[src/rtl/fc_class_sequencer_pkg.sv]
// Shared constants and FSM encoding for the final-layer class sequencer.
// Defaults describe the 10-class CNN head with a 4-stage dot-product pipeline.
package fc_class_sequencer_pkg;

  localparam int DEF_OUT_DW    = 8;
  localparam int DEF_SCORE_W   = DEF_OUT_DW + 1;
  localparam int DEF_NUM_CLASS = 10;
  localparam int DEF_IDX_W     = 4;
  localparam int DEF_PIPE_LAT  = 4;

  typedef enum logic [1:0] {
    ST_IDLE  = 2'd0,
    ST_ISSUE = 2'd1,
    ST_DRAIN = 2'd2,
    ST_DONE  = 2'd3
  } fsm_state_e;

endpackage

[src/rtl/fc_class_sequencer_valid_delay_line.sv]
// DEPTH-stage shift register carrying {valid, idx} alongside the dot-product
// pipeline so each returning score can be tagged with its class index.
module valid_delay_line
  import fc_class_sequencer_pkg::*;
#(
  parameter int DEPTH = DEF_PIPE_LAT,
  parameter int IDX_W = DEF_IDX_W
) (
  input  logic             clk,
  input  logic             clr_i,
  input  logic             valid_i,
  input  logic [IDX_W-1:0] idx_i,
  output logic             valid_o,
  output logic [IDX_W-1:0] idx_o
);

  logic [DEPTH-1:0] valid_q;
  logic [IDX_W-1:0] idx_q [DEPTH];

  always_ff @(posedge clk) begin
    if (clr_i) begin
      for (int i = 0; i < DEPTH; i++) begin
        valid_q[i] <= 1'b0;
        idx_q[i]   <= {IDX_W{1'b0}};
      end
    end else begin
      valid_q[0] <= valid_i;
      idx_q[0]   <= idx_i;
      for (int i = 1; i < DEPTH; i++) begin
        valid_q[i] <= valid_q[i-1];
        idx_q[i]   <= idx_q[i-1];
      end
    end
  end

  assign valid_o = valid_q[DEPTH-1];
  assign idx_o   = idx_q[DEPTH-1];

endmodule

[src/rtl/fc_class_sequencer.sv]
// Steps the class index through the last FC layer, realigns returning scores
// with their class and reports the argmax with a one-cycle done pulse.
module fc_class_sequencer
  import fc_class_sequencer_pkg::*;
#(
  parameter int OUT_DW    = DEF_OUT_DW,
  parameter int NUM_CLASS = DEF_NUM_CLASS,
  parameter int IDX_W     = DEF_IDX_W,
  parameter int PIPE_LAT  = DEF_PIPE_LAT
) (
  input  logic                     clk,
  input  logic                     reset,
  input  logic                     start_i,
  output logic                     busy_o,
  output logic [IDX_W-1:0]         weight_sel_o,
  output logic                     issue_valid_o,
  input  logic signed [OUT_DW:0]   score_in_i,
  output logic [IDX_W-1:0]         class_out_o,
  output logic signed [OUT_DW:0]   max_score_o,
  output logic                     done_o
);

  localparam logic [IDX_W-1:0] LAST_IDX = IDX_W'(NUM_CLASS - 1);
  localparam logic [IDX_W-1:0] ZERO_IDX = {IDX_W{1'b0}};
  localparam logic [IDX_W-1:0] ONE_IDX  = IDX_W'(1);

  fsm_state_e state_q, state_d;
  logic [IDX_W-1:0]       cnt_q, cnt_d;
  logic                   busy_q, busy_d;
  logic                   issue_valid_q, issue_valid_d;
  logic [IDX_W-1:0]       weight_sel_q, weight_sel_d;
  logic                   done_q, done_d;
  logic signed [OUT_DW:0] run_max_q, run_max_d;
  logic [IDX_W-1:0]       run_idx_q, run_idx_d;
  logic signed [OUT_DW:0] max_score_q, max_score_d;
  logic [IDX_W-1:0]       class_out_q, class_out_d;
  logic                   ret_valid_s;
  logic [IDX_W-1:0]       ret_idx_s;
  logic                   finish_s;

  valid_delay_line #(
    .DEPTH (PIPE_LAT),
    .IDX_W (IDX_W)
  ) u_ret_align (
    .clk     (clk),
    .clr_i   (reset),
    .valid_i (issue_valid_q),
    .idx_i   (weight_sel_q),
    .valid_o (ret_valid_s),
    .idx_o   (ret_idx_s)
  );

  // Sequencer FSM next state; issue outputs are derived from the next state
  // so they can be registered and still line up with the counter.
  always_comb begin
    state_d = state_q;
    cnt_d   = cnt_q;
    case (state_q)
      ST_IDLE: begin
        if (start_i) begin
          state_d = ST_ISSUE;
          cnt_d   = ZERO_IDX;
        end else begin
          state_d = ST_IDLE;
        end
      end
      ST_ISSUE: begin
        if (cnt_q == LAST_IDX) begin
          state_d = ST_DRAIN;
          cnt_d   = ZERO_IDX;
        end else begin
          cnt_d   = cnt_q + ONE_IDX;
        end
      end
      ST_DRAIN: begin
        if (ret_valid_s && (ret_idx_s == LAST_IDX)) begin
          state_d = ST_DONE;
        end else begin
          state_d = ST_DRAIN;
        end
      end
      ST_DONE: begin
        if (start_i) begin
          state_d = ST_ISSUE;
          cnt_d   = ZERO_IDX;
        end else begin
          state_d = ST_IDLE;
        end
      end
      default: begin
        state_d = ST_IDLE;
        cnt_d   = ZERO_IDX;
      end
    endcase

    issue_valid_d = (state_d == ST_ISSUE);
    if (issue_valid_d) begin
      weight_sel_d = cnt_d;
    end else begin
      weight_sel_d = ZERO_IDX;
    end
    busy_d = (state_d == ST_ISSUE) || (state_d == ST_DRAIN);
    done_d = (state_d == ST_DONE);
  end

  assign finish_s = (state_q == ST_DRAIN) && (state_d == ST_DONE);

  // Running argmax: class 0 always loads, later classes need a strict win
  // so ties keep the lower index. Result capture sees the final update.
  always_comb begin
    run_max_d   = run_max_q;
    run_idx_d   = run_idx_q;
    max_score_d = max_score_q;
    class_out_d = class_out_q;
    if (ret_valid_s) begin
      if ((ret_idx_s == ZERO_IDX) || (score_in_i > run_max_q)) begin
        run_max_d = score_in_i;
        run_idx_d = ret_idx_s;
      end else begin
        run_max_d = run_max_q;
        run_idx_d = run_idx_q;
      end
    end else begin
      run_max_d = run_max_q;
      run_idx_d = run_idx_q;
    end
    if (finish_s) begin
      max_score_d = run_max_d;
      class_out_d = run_idx_d;
    end else begin
      max_score_d = max_score_q;
      class_out_d = class_out_q;
    end
  end

  always_ff @(posedge clk) begin
    if (reset) begin
      state_q       <= ST_IDLE;
      cnt_q         <= ZERO_IDX;
      busy_q        <= 1'b0;
      issue_valid_q <= 1'b0;
      weight_sel_q  <= ZERO_IDX;
      done_q        <= 1'b0;
      run_max_q     <= {(OUT_DW+1){1'b0}};
      run_idx_q     <= ZERO_IDX;
      max_score_q   <= {(OUT_DW+1){1'b0}};
      class_out_q   <= ZERO_IDX;
    end else begin
      state_q       <= state_d;
      cnt_q         <= cnt_d;
      busy_q        <= busy_d;
      issue_valid_q <= issue_valid_d;
      weight_sel_q  <= weight_sel_d;
      done_q        <= done_d;
      run_max_q     <= run_max_d;
      run_idx_q     <= run_idx_d;
      max_score_q   <= max_score_d;
      class_out_q   <= class_out_d;
    end
  end

  assign busy_o        = busy_q;
  assign issue_valid_o = issue_valid_q;
  assign weight_sel_o  = weight_sel_q;
  assign done_o        = done_q;
  assign max_score_o   = max_score_q;
  assign class_out_o   = class_out_q;

endmodule

[config.mk]
export PLATFORM = sky130hd
export DESIGN_NAME = fc_class_sequencer
export DESIGN_NICKNAME = d
export VERILOG_FILES = /design/src/rtl/fc_class_sequencer_pkg.sv /design/src/rtl/fc_class_sequencer_valid_delay_line.sv /design/src/rtl/fc_class_sequencer.sv
export SDC_FILE = /design/constraint.sdc
export NUM_CORES = 1
export LEC_CHECK = 0
export CAP_MARGIN = 20
export CORE_MARGIN = 3
export CORE_UTILIZATION = 60
export CTS_BUF_LIST = sky130_fd_sc_hd__clkbuf_8
export DETAILED_ROUTE_END_ITERATION = 12
export PLACE_DENSITY = 0.95
export SYNTH_ARGS = -nofsm -noshare
export SYNTH_HDL_FRONTEND = slang
export SYNTH_SLANG_ARGS = --single-unit
[constraint.sdc]
create_clock -name clk -period 5.6 [get_ports clk]
set_clock_uncertainty 0.05 [all_clocks]
set_input_delay 1.12 -clock clk [delete_from_list [all_inputs] [get_ports clk]]
set_output_delay 1.12 -clock clk [all_outputs]
set_load 0.01 [all_outputs]
Word level (Yosys, flattened, before mapping):

Memory sizes are Yosys's and may differ from the RTL's.
Index checks and enable logic that the tools add are counted.

* register bits: 43
* bits in writable memories: 16
* input port bits: 12
* output and inout port bits: 20
* logic and storage cells: 53
* memories: 1

Memories
* u_ret_align.idx_q: words 4, width 4, read ports 4, clocked after Yosys merged registers in 0, write ports 4, line fc_class_sequencer_valid_delay_line.sv:18 `logic [IDX_W-1:0] idx_q [DEPTH];`

* add/sub/neg operators: 1
* order comparisons: 1
* equality and inequality tests: 8
* muxes and demuxes: 18
* bitwise logic cells: 5
* reductions and logical operators: 8

Operators with widths (number)
* 4-bit two-way mux: 8
* 9-bit two-way mux: 2
* 9-bit > comparator: 1
* 2-bit == test, second input constant: 4
* 4-bit == test, second input constant: 2
* 4-bit one-hot mux with 2 select lines: 1
* 2-bit one-hot mux with 3 select lines: 1
* 1-bit two-way mux: 5
* 4-bit by 1-bit adder with 4-bit output, second input constant: 1
* 2-bit by 1-bit == test with 1-bit output, second input constant: 2
* 4-bit logical NOT: 1
* 1-bit bitwise OR: 4
* 2-bit OR reduction: 2
* 1-bit logical AND: 2
* 2-bit logical NOT: 1
* 1-bit logical OR: 2
* 2-bit two-way mux: 1
* 1-bit NOT: 1

Depth between registers and ports, before layout:

An unclocked memory read counts as a cell.

* word-level depth: 8
* mapped depth: 14
* gate-level depth less buffers: 12

By module:

A second synthesis with hierarchy kept.

* cells, all modules: 223
* area total of the unflattened synthesis: 2338.5 um^2

By module, submodules not included
* fc_class_sequencer: times used 1, cells an instance 181, area an instance 1720.4 um^2, sequential area each 780.7 um^2
* valid_delay_line: times used 1, cells an instance 42, area an instance 618.1 um^2, sequential area each 400.4 um^2

Worst setup path before layout:

OpenSTA, ideal clock, no wires.

* path kind: in2reg
* start point: in score_in_i[6]
* end point: reg class_out_q[2], in the netlist class_out_o[2]
* library setup time: 0.086 ns
* arrival: 2.670 ns
* data required time: 5.464 ns
* path slack: 2.794 ns
* cell stages on the path: 8
* path buffers: 1
* cell sequence: ha_1 -> a21oi_1 -> o31ai_2 -> a221oi_2 -> o21ai_4 -> buf_12 -> mux2i_1 -> a211oi_1

* word-level cells in the longest chain between the ends: 4

RTL lines
* from (decl): line fc_class_sequencer.sv:17 `input logic signed [OUT_DW:0] score_in_i,`
* 9-bit > comparator: line fc_class_sequencer.sv:116 `if ((ret_idx_s == ZERO_IDX) || (score_in_i > run_max_q)) begin`
* 1-bit logical OR: line fc_class_sequencer.sv:116
* 4-bit two-way mux: line fc_class_sequencer.sv:116
* 4-bit two-way mux: line fc_class_sequencer.sv:115 `if (ret_valid_s) begin`
* to (signal assigned): line fc_class_sequencer.sv:158 `class_out_q <= class_out_d;`
* to (decl): line fc_class_sequencer.sv:36 `logic [IDX_W-1:0] class_out_q, class_out_d;`

Every way passes these cells.
A chain may end at the register's enable or synchronous reset.

Worst setup path in the final report:

* start point: in score_in_i[2]
* end point: reg max_score_q[0], in the netlist max_score_o[0]

* word-level cells in the longest chain between the ends: 4

RTL lines
* 9-bit > comparator: line fc_class_sequencer.sv:116
* 1-bit logical OR: line fc_class_sequencer.sv:116
* 9-bit two-way mux: line fc_class_sequencer.sv:116
* 9-bit two-way mux: line fc_class_sequencer.sv:115
* to (signal assigned): line fc_class_sequencer.sv:146 `max_score_q <= {(OUT_DW+1){1'b0}};`
* to (signal assigned): line fc_class_sequencer.sv:157 `max_score_q <= max_score_d;`
* to (decl): line fc_class_sequencer.sv:35 `logic signed [OUT_DW:0] max_score_q, max_score_d;`

Every way passes these cells.

==> results.cfg <==
[power_and_ir_drop]
internal_power_uw = 681.1
pwr-share-seq = 0.488
share_comb_of_total_power = 0.083
p_leak_nw = 1.035
pwr-share-clk = 0.429
p_sw_uw = 208.8
max-vdd-ir-drop_v = 0.0003330
swShare = 0.2346
p_total_uw = 889.9
p_per_area_nw_per_um2 = 321.3

[clock_network]
clk_pin_slew_worst_paths_ps = 70
ctsResizeCount = 0
cts_tree = built
cts_hold_buf = 0
clkSinkCount = 59
clkLatencyLatePin_ps = 340
post-cts-setup-buffers = 0
htree_levels = 3
cts_buffers = 9
clockBufferDepth = 2
clockRootBuffer = clkbuf_8

[sta]
fin_ws_ps = 2404
period_needed_ps = 3196
rsz0062_at_grt = no
setup_tns_ps = 0
relSlewSlack = 0.3932
worst_pin_slew_ps = 910.2
post-route-period-util = 0.5707
fmax_ghz = 0.3129
finalSetupViolations = 0
hold_slack_ps = 381.4
final-hold-violation-count = 0
maxSlewViolCount = 0

[critical_path]
r2r_cells = 9
end_kind = register
max_stage_delay_ps = 480
r2r_slack_ps = 2930
crit_slowest_cell = o21ai_4
path_class = in -> reg
worst_r2r_endpoint = class_out_o[3]$_SDFFE_PP0P_
cp.arrival_ps = 3330
cp-start-kind = primary input
crit_chain = clkdlybuf4s50_1 > ha_1 > nand4_1 > o31ai_2 > a221oi_2 > o21ai_4 > mux2i_1 > a211oi_1
cp-startpoint = score_in_i[2]
crit_required_ps = 5730
rr_startpoint = state_q[1]$_SDFF_PP0_
endpoint = max_score_o[0]$_SDFFE_PP0P_
path_max_fanout = 13

[grt]
antenna_found_initial = 0
grt_pass1_vias = 1533
grt_max_degree = 56
grt-ovfl-total = 0
grt.total_usage = 0.2113
grt_pass1_wl_mm = 6.810

[placement]
pre_cts_slack_ps = 2060
numPortBuffers = 31
place.gp.congestion = 0.7680
placed_cells = 293
placed_area_sq_um = 2569
hpwl_mm = 2.758

[hold_path]
hold_path.class = reg -> reg

[route]
drtPass1Iterations = 4
ant_nets = 0
postRouteWirelength_mm = 4.033
via_per_inst = 5.123
vias = 1583
drt_iter0_drc = 63
drc = 0
wl_per_cell_um = 13.05

[layout]
fin_cells = 309
fin_area_sq_um = 2770
fin_util = 0.7987
areaGrowthSynthToFinish_pct = 22.59
antenna_cells = 0
layout-drive-gt1-share = 0.08365
nets = 285

[floorplan]
ios = 32
dieArea_sq_um = 4539
rows = 21
start_util = 0.6515
die_y_um = 67.37
core-area_sq_um = 3468
die_w_um = 67.37

[synth]
synth.distinct_cells = 30
ys_ff_latch = 59
synth-main-ff-cell = dfxtp_1
synthArstFlopShare = 0
synthCells = 226
synth_area_sq_um = 2260
synth_edf_count = 0
ys_seq_area_frac = 0.5227
synth_fp_nets = 253
avgSynthCellArea_sq_um = 9.999
yosys_warnings = 0

[run]
drv_cap = 0

[run_status]
status = finished, final reports clean
[registers in the layout, summed over array words and instances, names as in the netlist]
register             count
u_ret_align.idx_q       16
max_score_o              9
run_max_q                9
class_out_o              4
cnt_q                    4
run_idx_q                4
u_ret_align.valid_q      4
weight_sel_o             4
state_q                  2
busy_o                   1
done_o                   1
issue_valid_o            1
[power groups by stage]
stage          Sequential (mW)  Combinational, mW  Clock [mW]
4_1_cts                  0.434             0.0747       0.392
3_5_place_dp             0.443             0.0732           0
6_report                 0.434             0.0739       0.382
2_1_floorplan            0.445             0.0431           0
5_1_grt                  0.435             0.0831       0.413
3_3_place_gp             0.443             0.0699           0
[Yosys cell counts, types with 2 or more instances]
cell / count / area, sq um
a211oi_1: 13 / 97.59
a21oi_1: 8 / 40.04
and2_1: 6 / 37.54
clkbuf_1: 8 / 30.03
dfxtp_1: 59 / 1181
ha_1: 15 / 187.7
inv_1: 14 / 52.55
mux2i_1: 13 / 130.1
nand2_1: 5 / 18.77
nand4_1: 2 / 12.51
nor2_1: 34 / 127.6
nor2b_1: 27 / 168.9
o21ai_0: 4 / 20.02
o21ai_1: 2 / 10.01
[final cells by class]
cell class,instances,area [sq um]
repair buffers,31,305.3
flip-flops and latches,59,1181
clock buffers,10,137.6
well taps,46,57.56
multi-input cells,143,972.2
clock inverters,6,63.81
fillers,240,698.2
inverters,14,52.55
[cells by family after synthesis]
| group | synth area share |
|---|---|
| buf+inv | 0.04706 |
| fa+ha+maj | 0.08306 |
| flops | 0.5227 |
| mux | 0.05758 |
| compound gates | 0.1035 |
| simple gates | 0.1860 |
[critical path: cells and delay by family]
family	cells	cell delay, ps
AO/OA/AOI/OAI	4	950
adder cells (fa/ha/maj)	1	320
buffers and inverters	1	450
multiplexers	1	350
AND/OR/NAND/NOR	1	130
[per-layer routing]
metal,vias to the layer above,wire [um],track usage
met2,43,1993,0.3558
met3,8,213,0.1015
met1,714,1761,0.2268
li1,818,-,-
met5,-,0,0
met4,0,65,0.08608
[how the worst min path moves through the flow]
stage | startpoint | end | slack (ps) | cells past startpoint
after detailed placement | u_ret_align.valid_q[2]$_SDFF_PP0_ | u_ret_align.valid_q[3]$_SDFF_PP0_ | 370 | 1
after global placement | u_ret_align.idx_q[0][2]$_SDFF_PP0_ | u_ret_align.idx_q[1][2]$_SDFF_PP0_ | 370 | 1
final | u_ret_align.valid_q[2]$_SDFF_PP0_ | u_ret_align.valid_q[3]$_SDFF_PP0_ | 380 | 1
after CTS | u_ret_align.valid_q[2]$_SDFF_PP0_ | u_ret_align.valid_q[3]$_SDFF_PP0_ | 380 | 1
after floorplan | u_ret_align.idx_q[0][0]$_SDFF_PP0_ | u_ret_align.idx_q[1][0]$_SDFF_PP0_ | 360 | 1
after global routing | u_ret_align.valid_q[0]$_SDFF_PP0_ | u_ret_align.valid_q[1]$_SDFF_PP0_ | 410 | 1
[cells in the final DEF, fill, tap and decap left out, types with 2 or more instances in the layout]
cell type / count
a211oi_1: 13
a21oi_1: 8
and2_1: 6
clkbuf_8: 10
clkdlybuf4s50_1: 30
clkinv_2: 2
clkinvlp_4: 2
dfxtp_1: 59
ha_1: 15
inv_1: 14
mux2i_1: 13
nand2_1: 5
nand4_1: 2
nor2_1: 34
nor2b_1: 27
o21ai_0: 4
o21ai_1: 2
No activity file was read; power rests on OpenSTA's default activity.
